<file path="src/rtl/f_pc_npc_pkg.sv">
// f_pc_npc_pkg: next-PC select codes, reset constants and branch-offset helper.
package f_pc_npc_pkg;
  localparam logic [1:0] NPC_PC4 = 2'd0;
  localparam logic [1:0] NPC_B = 2'd1;
  localparam logic [1:0] NPC_J = 2'd2;
  localparam logic [1:0] NPC_JR = 2'd3;
  localparam logic [31:0] PC_INIT = 32'h0000_3000;
  localparam logic [31:0] NOP_INSTR = 32'h0000_0000;
  function automatic logic [31:0] br_off(input logic [15:0] imm);
    return {{14{imm[15]}}, imm, 2'b00};
  endfunction
endpackage

</file>
<file path="src/rtl/f_pc_npc_npc.sv">
// f_pc_npc_npc: combinational next-PC mux for a delayed-branch fetch stage.
module f_pc_npc_npc
  import f_pc_npc_pkg::*;
(
  input  logic [31:0] F_pc,
  input  logic [31:0] D_pc,
  input  logic [1:0]  NPCOp,
  input  logic        cmp_flag,
  input  logic [15:0] D_imm16,
  input  logic [25:0] D_imm26,
  input  logic [31:0] D_rs_fwd,
  output logic [31:0] npc
);
  logic [31:0] w_pc4;
  logic [31:0] w_br;
  logic [31:0] w_j;
  assign w_pc4 = F_pc + 32'd4;
  assign w_br = D_pc + 32'd4 + br_off(D_imm16);
  // jump segment comes from the branch's own PC, not the delay-slot PC
  assign w_j = {D_pc[31:28], D_imm26, 2'b00};
  always_comb begin
    npc = (NPCOp == NPC_B && cmp_flag) ? w_br :
          (NPCOp == NPC_J)             ? w_j  :
          (NPCOp == NPC_JR)            ? D_rs_fwd : w_pc4;
  end
endmodule

</file>
<file path="src/rtl/f_pc_npc.sv">
// f_pc_npc: PC register, next-PC selection and F/D pipeline register.
module f_pc_npc
  import f_pc_npc_pkg::*;
#(
  parameter logic [31:0] PC_RESET = PC_INIT,
  parameter logic [31:0] INSTR_NOP = NOP_INSTR
) (
  input  logic        clk,
  input  logic        reset,
  input  logic        stall,
  input  logic [31:0] im_instr,
  input  logic [1:0]  NPCOp,
  input  logic        cmp_flag,
  input  logic [15:0] D_imm16,
  input  logic [25:0] D_imm26,
  input  logic [31:0] D_rs_fwd,
  output logic [31:0] F_pc,
  output logic [31:0] D_instr,
  output logic [31:0] D_pc,
  output logic [31:0] D_pc8
);
  logic [31:0] r_f_pc;
  logic [31:0] r_d_pc;
  logic [31:0] r_d_instr;
  logic [31:0] w_npc;
  f_pc_npc_npc u_npc (
    .F_pc(r_f_pc),
    .D_pc(r_d_pc),
    .NPCOp(NPCOp),
    .cmp_flag(cmp_flag),
    .D_imm16(D_imm16),
    .D_imm26(D_imm26),
    .D_rs_fwd(D_rs_fwd),
    .npc(w_npc)
  );
  // a stalled redirect is simply dropped; D re-evaluates it next cycle
  always_ff @(posedge clk) begin
    if (reset) begin
      r_f_pc <= PC_RESET;
      r_d_pc <= PC_RESET;
      r_d_instr <= INSTR_NOP;
    end else if (!stall) begin
      r_f_pc <= w_npc;
      r_d_pc <= r_f_pc;
      r_d_instr <= im_instr;
    end
  end
  assign F_pc = r_f_pc;
  assign D_pc = r_d_pc;
  assign D_instr = r_d_instr;
  assign D_pc8 = r_d_pc + 32'd8;
endmodule

</file>
<file path="config.mk">
export PLATFORM = sky130hd
export DESIGN_NAME = f_pc_npc
export DESIGN_NICKNAME = d
export VERILOG_FILES = /design/src/rtl/f_pc_npc_pkg.sv /design/src/rtl/f_pc_npc_npc.sv /design/src/rtl/f_pc_npc.sv
export SDC_FILE = /design/constraint.sdc
export NUM_CORES = 1
export LEC_CHECK = 0
export BUFFER_PORTS_ARGS = -buffer_cell sky130_fd_sc_hd__buf_2
export CAP_MARGIN = 0
export CORE_ASPECT_RATIO = 0.5
export CORE_MARGIN = 2
export CORE_UTILIZATION = 47
export CTS_CLUSTER_DIAMETER = 150
export CTS_CLUSTER_SIZE = 16
export DETAILED_ROUTE_END_ITERATION = 8
export PLACE_DENSITY = 0.83
export SYNTH_ARGS = -nofsm -noshare
export SYNTH_HDL_FRONTEND = slang
export SYNTH_SLANG_ARGS = --single-unit
</file>
<file path="constraint.sdc">
create_clock -name clk -period 2.7 [get_ports clk]
set_clock_uncertainty 0.1 [all_clocks]
set_input_delay 0.135 -clock clk [delete_from_list [all_inputs] [get_ports clk]]
set_output_delay 0.135 -clock clk [all_outputs]
set_load 0.02 [all_outputs]
</file>
* Yosys cells after proc, flatten, opt, wreduce, memory -nomap -nowiden
Cells that the tools add are included.
** Word-level totals
- Flip-flop bits (word level) :: 96
- Input port bits :: 112
- Output and inout port bits :: 128
- Logic and storage cells :: 14
** Cells by class
- Add/sub/neg operators :: 4
- Equal/unequal tests :: 3
- Muxes and demuxes :: 3
- Reductions and logical operators :: 1
** Operators with widths (number)
- $mux W32 :: 3
- $add A32 B3 Y32 const B :: 2
- $add A32 B32 Y32 :: 1
- $add A32 B4 Y32 const B :: 1
- $eq A2 B2 Y1 const B :: 2
- $eq A2 B1 Y1 const B :: 1
- $logic_and A1 B1 Y1 :: 1

* Depth between registers and ports, before layout
- Depth in word-level cells :: 4
- Depth in mapped cells :: 13
- Gate-level depth less buffers :: 13

* By module
A second synthesis with hierarchy kept.
** Unflattened totals
- Cells, all modules :: 900
- Area total of the unflattened synthesis :: 7579.8 um^2
** Modules (own cells, without submodules)
- f_pc_npc :: instances 1, cells an instance 397, area an instance 3955.0 um^2, sequential area each 1921.8 um^2
- f_pc_npc_npc :: instances 1, cells an instance 503, area an instance 3624.7 um^2, sequential area each 0.0 um^2

* Worst setup path before layout
OpenSTA, ideal clock, no wires.
- Path kind :: reg-to-reg
- From :: reg r_d_pc[3] (netlist: D_pc[3])
- To :: reg r_f_pc[27] (netlist: F_pc[27])
- Library setup time :: 0.129 ns
- Arrival :: 2.891 ns
- Path slack :: -0.420 ns
- Stages on the path, launching flop included :: 12
- Path through :: dfxtp_1 > ha_1 > ha_1 > fa_1 > a211o_1 > nand4b_2 > nand2_1 > o311ai_1 > a31o_2 > nor3_1 > o311ai_0 > nand3_1
** Between the ends
- Word-level cells in the longest chain between the ends :: 3
** RTL lines
- from (decl) :: line f_pc_npc.sv:23 : logic [31:0] r_d_pc;
- from (signal assigned) :: line f_pc_npc.sv:44 : r_d_pc <= r_f_pc;
- $add A32 B3 Y32 :: line f_pc_npc_npc.sv:18 : assign w_br = D_pc + 32'd4 + br_off(D_imm16);
- $add A32 B32 Y32 :: line f_pc_npc_npc.sv:18
- $mux W32 :: line f_pc_npc_npc.sv:22 : npc = (NPCOp == NPC_B && cmp_flag) ? w_br :
- to (signal assigned) :: line f_pc_npc.sv:43 : r_f_pc <= w_npc;
- to (decl) :: line f_pc_npc.sv:22 : logic [31:0] r_f_pc;
No other way between the ends.
A chain may end at the register's enable or synchronous reset.

* Worst setup path after layout
- From :: reg r_d_pc[3] (netlist: D_pc[3])
- To :: reg r_f_pc[17] (netlist: F_pc[17])
Same word-level chain as after synthesis.

==> run summary <==
========================================================================================================
Routed Antenna Nets                                                                                    0
Sort of element at the end of the critical path                                                 register
Die span in x                                                                                     178 um
Nets in the synthesized netlist                                                                    1,026
Worst path setup slack after routing                                                           -0.284 ns
Capturing point of the worst reg2reg path                                                       F_pc[17]
Capture endpoint of the worst hold path                                                          F_pc[0]
Proportion of register bits with asynchronous set or reset after synthesis                             0
GR Layer Usage met1                                                                                0.383
Antenna violations before repair                                                                       1
Switching Share                                                                                    0.355
Cell types with the largest area share after synthesis                                      dfxtp_1 27%, mux2i_1 12%, ha_1 10%, nor2_1 6.2%, xnor2_1 6.0%
First-pass GRT wire length                                                                     39,000 um
Highest Clock Rate                                                                             0.335 GHz
Maximum number of pins on one net before global-route repair                                          70
CTS H-Tree Depth                                                                                       3
Post-route clock period utilization                                                                 1.11
Cell type contributing the most total cell area after synthesis                                  dfxtp_1
Worst slew slack as a fraction of its limit                                                        0.486
Number of DRC markers after the initial detailed-route iteration                                     678
FF+latch area                                                                               0.00195 mm^2
Fillcell total                                                                                     1,104
Count of mapped cells out of synthesis                                                               854
M2 GR Usage                                                                                        0.514
Ports placed on the boundary                                                                         240
Die outline height                                                                               91.1 um
Number of enable flip-flop cells after synthesis                                                       0
Final RePlAce weighted congestion                                                                  0.949
Top post-synthesis cells by count                                                           118 x nor2_1, 96 x dfxtp_1, 82 x mux2i_1
Post-synthesis share of cell area spent on full adders, half adders and majority gates             0.106
Pwr Density                                                                                  418 mW/mm^2
Clock Path Buffers                                                                                     2
Result of the run                                                                           complete, but fails checks
Number of buffers inserted by port buffering                                                         239
Number of warnings reported in the yosys synthesis log                                                 0
Worst IR Drop VDD                                                                             0.000321 V
Cell with the most instances after synthesis                                                      nor2_1
Clock group share of total power                                                                   0.308
Share of Yosys cell area claimed by the top area cell type                                         0.269
Site row count                                                                                        31
M3 GR Usage                                                                                       0.0511
Min-delay worst type                                                                        primary input to register
Multi-input gate area in the final layout                                                   0.00536 mm^2
Via Count                                                                                          8,062
Simple-gate share of the synthesized area                                                          0.185
Initial core utilization                                                                           0.487
Most utilized layer in the global route result                                                      met2
Worst-Margin Slew                                                                               0.771 ns
P_sw                                                                                             1.54 mW
Netlist Area Pre-Place                                                                      0.00713 mm^2
Hold Crit Depth                                                                                        5
Source-to-sink clock delay at the later pin of the worst-skew pair                               0.36 ns
Combinational power share                                                                          0.321
Crit Path Max Fanout                                                                                   3
Data arrival time of the critical path                                                           3.11 ns
Max cap viols                                                                                          0
Detailed Routing Iterations Pass 1                                                                     5
Via/cell ratio                                                                                      5.75
Number of cells on the worst reg-to-reg path                                                          11
Leakage component of the power                                                                   5.10 nW
Total wire length                                                                              26,000 um
CP Data Required Time                                                                            2.82 ns
Cell-internal power                                                                              2.79 mW
Root buffer selected by CTS                                                                    clkbuf_16
Launch instance of the worst register-to-register path                                           D_pc[3]
Combinational family with the most area after synthesis                                     simple AND/OR/NAND/NOR gates
Net count reported at finish                                                                       1,369
Worst hold-check slack                                                                          0.159 ns
Share of synthesized area spent on multiplexers                                                    0.139
Final count of pins violating max slew                                                                 0
Setup slack, reg-to-reg                                                                         -0.28 ns
Fin. Hold Viols                                                                                        0
Flop and latch count out of synthesis                                                                 96
Tot GR Track Use                                                                                   0.300
Unique masters post-synth                                                                             70
TritonCTS clock tree                                                                               built
Fin Setup TNS                                                                                   -1.17 ns
Area of the die                                                                              0.0162 mm^2
Post-CTS clock slew at the launch and capture registers of the worst setup and hold paths        0.08 ns
Via count of the first global-routing pass                                                         7,760
Clk sinks                                                                                             96
Remaining global-route overflow                                                                        0
Hpwl dp                                                                                        17,800 um
CTS Buf Count                                                                                          9
Tmin final                                                                                       2.98 ns
DRC viols                                                                                              0
Sequential power share                                                                             0.370
Share of post-route cells with drive strength above 1                                              0.391
Xor and xnor area share after synthesis                                                           0.0833
Synthesized-area fraction occupied by ao, oa, aoi and oai cells                                    0.175
Area growth from synthesis to final layout                                                         45.4%
Share of synthesized area occupied by flip-flops and latches                                       0.269
Type of the worst setup path                                                                register to register
Mean Syn Cell Area                                                                             8.35 um^2
Setup crit start                                                                                 D_pc[3]
Unrepaired setup endpoints after global routing                                                      yes
Final setup vio count                                                                                 14
Launching element type of the critical path                                                     register
WL/cell                                                                                          18.6 um
Hold path start                                                                              D_rs_fwd[0]
Final standard cell utilization of the core                                                        0.708
Most instantiated flip-flop cell in the synthesis netlist                                        dfxtp_1
Core region area                                                                             0.0147 mm^2
Failing checks                                                                              setup timing
========================================================================================================
state kept, by name, indices dropped and copies added (netlist names):
| name | flops |
|---|---|
| F_pc | 32 |
| D_pc | 32 |
| D_instr | 32 |
routing by layer:
metal / part of all wire / vias to the layer above
li1: - / 3780
met1: 0.41 / 3773
met2: 0.48 / 430
met3: 0.080 / 79
met4: 0.029 / 0
met5: 0 / -
repair_timing:
item,in CTS,in global routing
hold buffers,32,0
setup buffers,3,12
pin swaps,12,31
hold endpoints to repair,32,0
resized for setup,27,41
endpoints found under the setup margin,22,27
worst max-delay path: stages (launching register included):
cell	delay [ns]
dfxtp_4	0.36
ha_4	0.24
ha_4	0.16
fa_2	0.38
a211o_4	0.37
nand4b_4	0.12
a31o_2	0.24
o21ai_0	0.15
xnor2_1	0.19
o21ai_1	0.22
o22ai_1	0.14
o2bb2ai_1	0.19
worst max-delay path by stage:
| stage | to | slack (ns) | cells after the start |
|---|---|---|---|
| 3_3_place_gp | F_pc[31] | -0.09 | 11 |
| 6_report | F_pc[17] | -0.28 | 11 |
| 2_1_floorplan | F_pc[31] | -0.03 | 11 |
| 3_5_place_dp | F_pc[31] | -0.23 | 11 |
| 4_1_cts | F_pc[31] | -0.1 | 11 |
| 5_1_grt | F_pc[17] | -0.37 | 11 |
cell families (layout without fill, tap and decap cells):
kind of cell | count (synthesis) | after routing
AO/OA/AOI/OAI | 180 | 180
AND/OR/NAND/NOR | 277 | 277
multiplexers | 97 | 97
buffers and inverters | 77 | 425
adder cells (fa/ha/maj) | 60 | 60
flip-flops | 96 | 96
XOR/XNOR | 67 | 67
other | 0 | 3
final cells by class:
cell class                 count  area share
sequential                    96       0.188
clock buffer                   9      0.0217
clock inverter                 7     0.00832
inverter                      25     0.00904
timing repair buffer         384       0.232
antenna                        3    0.000724
tap                          198      0.0239
multi-input combinational    681       0.516
cell usage in the layout, fill, tap and decap left out, drive strengths merged, types with 5 or more instances in the layout:
cell type,instances
xor2,17
o21ai,29
mux2,15
mux2i,82
nor2,118
a211oi,16
buf,352
a221oi,21
a21o,17
ha,59
dfxtp,96
nand2,53
o211ai,6
clkbuf,9
xnor2,50
nor4,5
clkinv,6
nand3,27
dlygate4sd3,32
a21oi,50
and2,6
inv,26
and3,13
nand4,15
nor3,21
stage by stage:
step / std cells / worst slack (ns) / power (mW) / area (um^2)
2_1_floorplan: 854 / -0.0340 / 2.38 / 7260
4_1_cts: 1389 / -0.0985 / 4.24 / 10000
3_5_place_dp: 1338 / -0.227 / 2.87 / 9260
3_3_place_gp: 1338 / -0.0950 / 2.83 / 9260
5_1_grt: 1401 / -0.374 / 4.51 / 10400
6_report: 1403 / -0.284 / 4.33 / 10400
power groups by stage:
stage          Sequential, mW  Combinational [mW]  Clock [mW]
3_3_place_gp             1.62                1.21           0
5_1_grt                  1.61                1.49        1.40
4_1_cts                  1.60                1.30        1.34
2_1_floorplan            1.73               0.649           0
6_report                 1.60                1.39        1.34
3_5_place_dp             1.63                1.24           0
No activity file was read; power rests on OpenSTA's default activity.
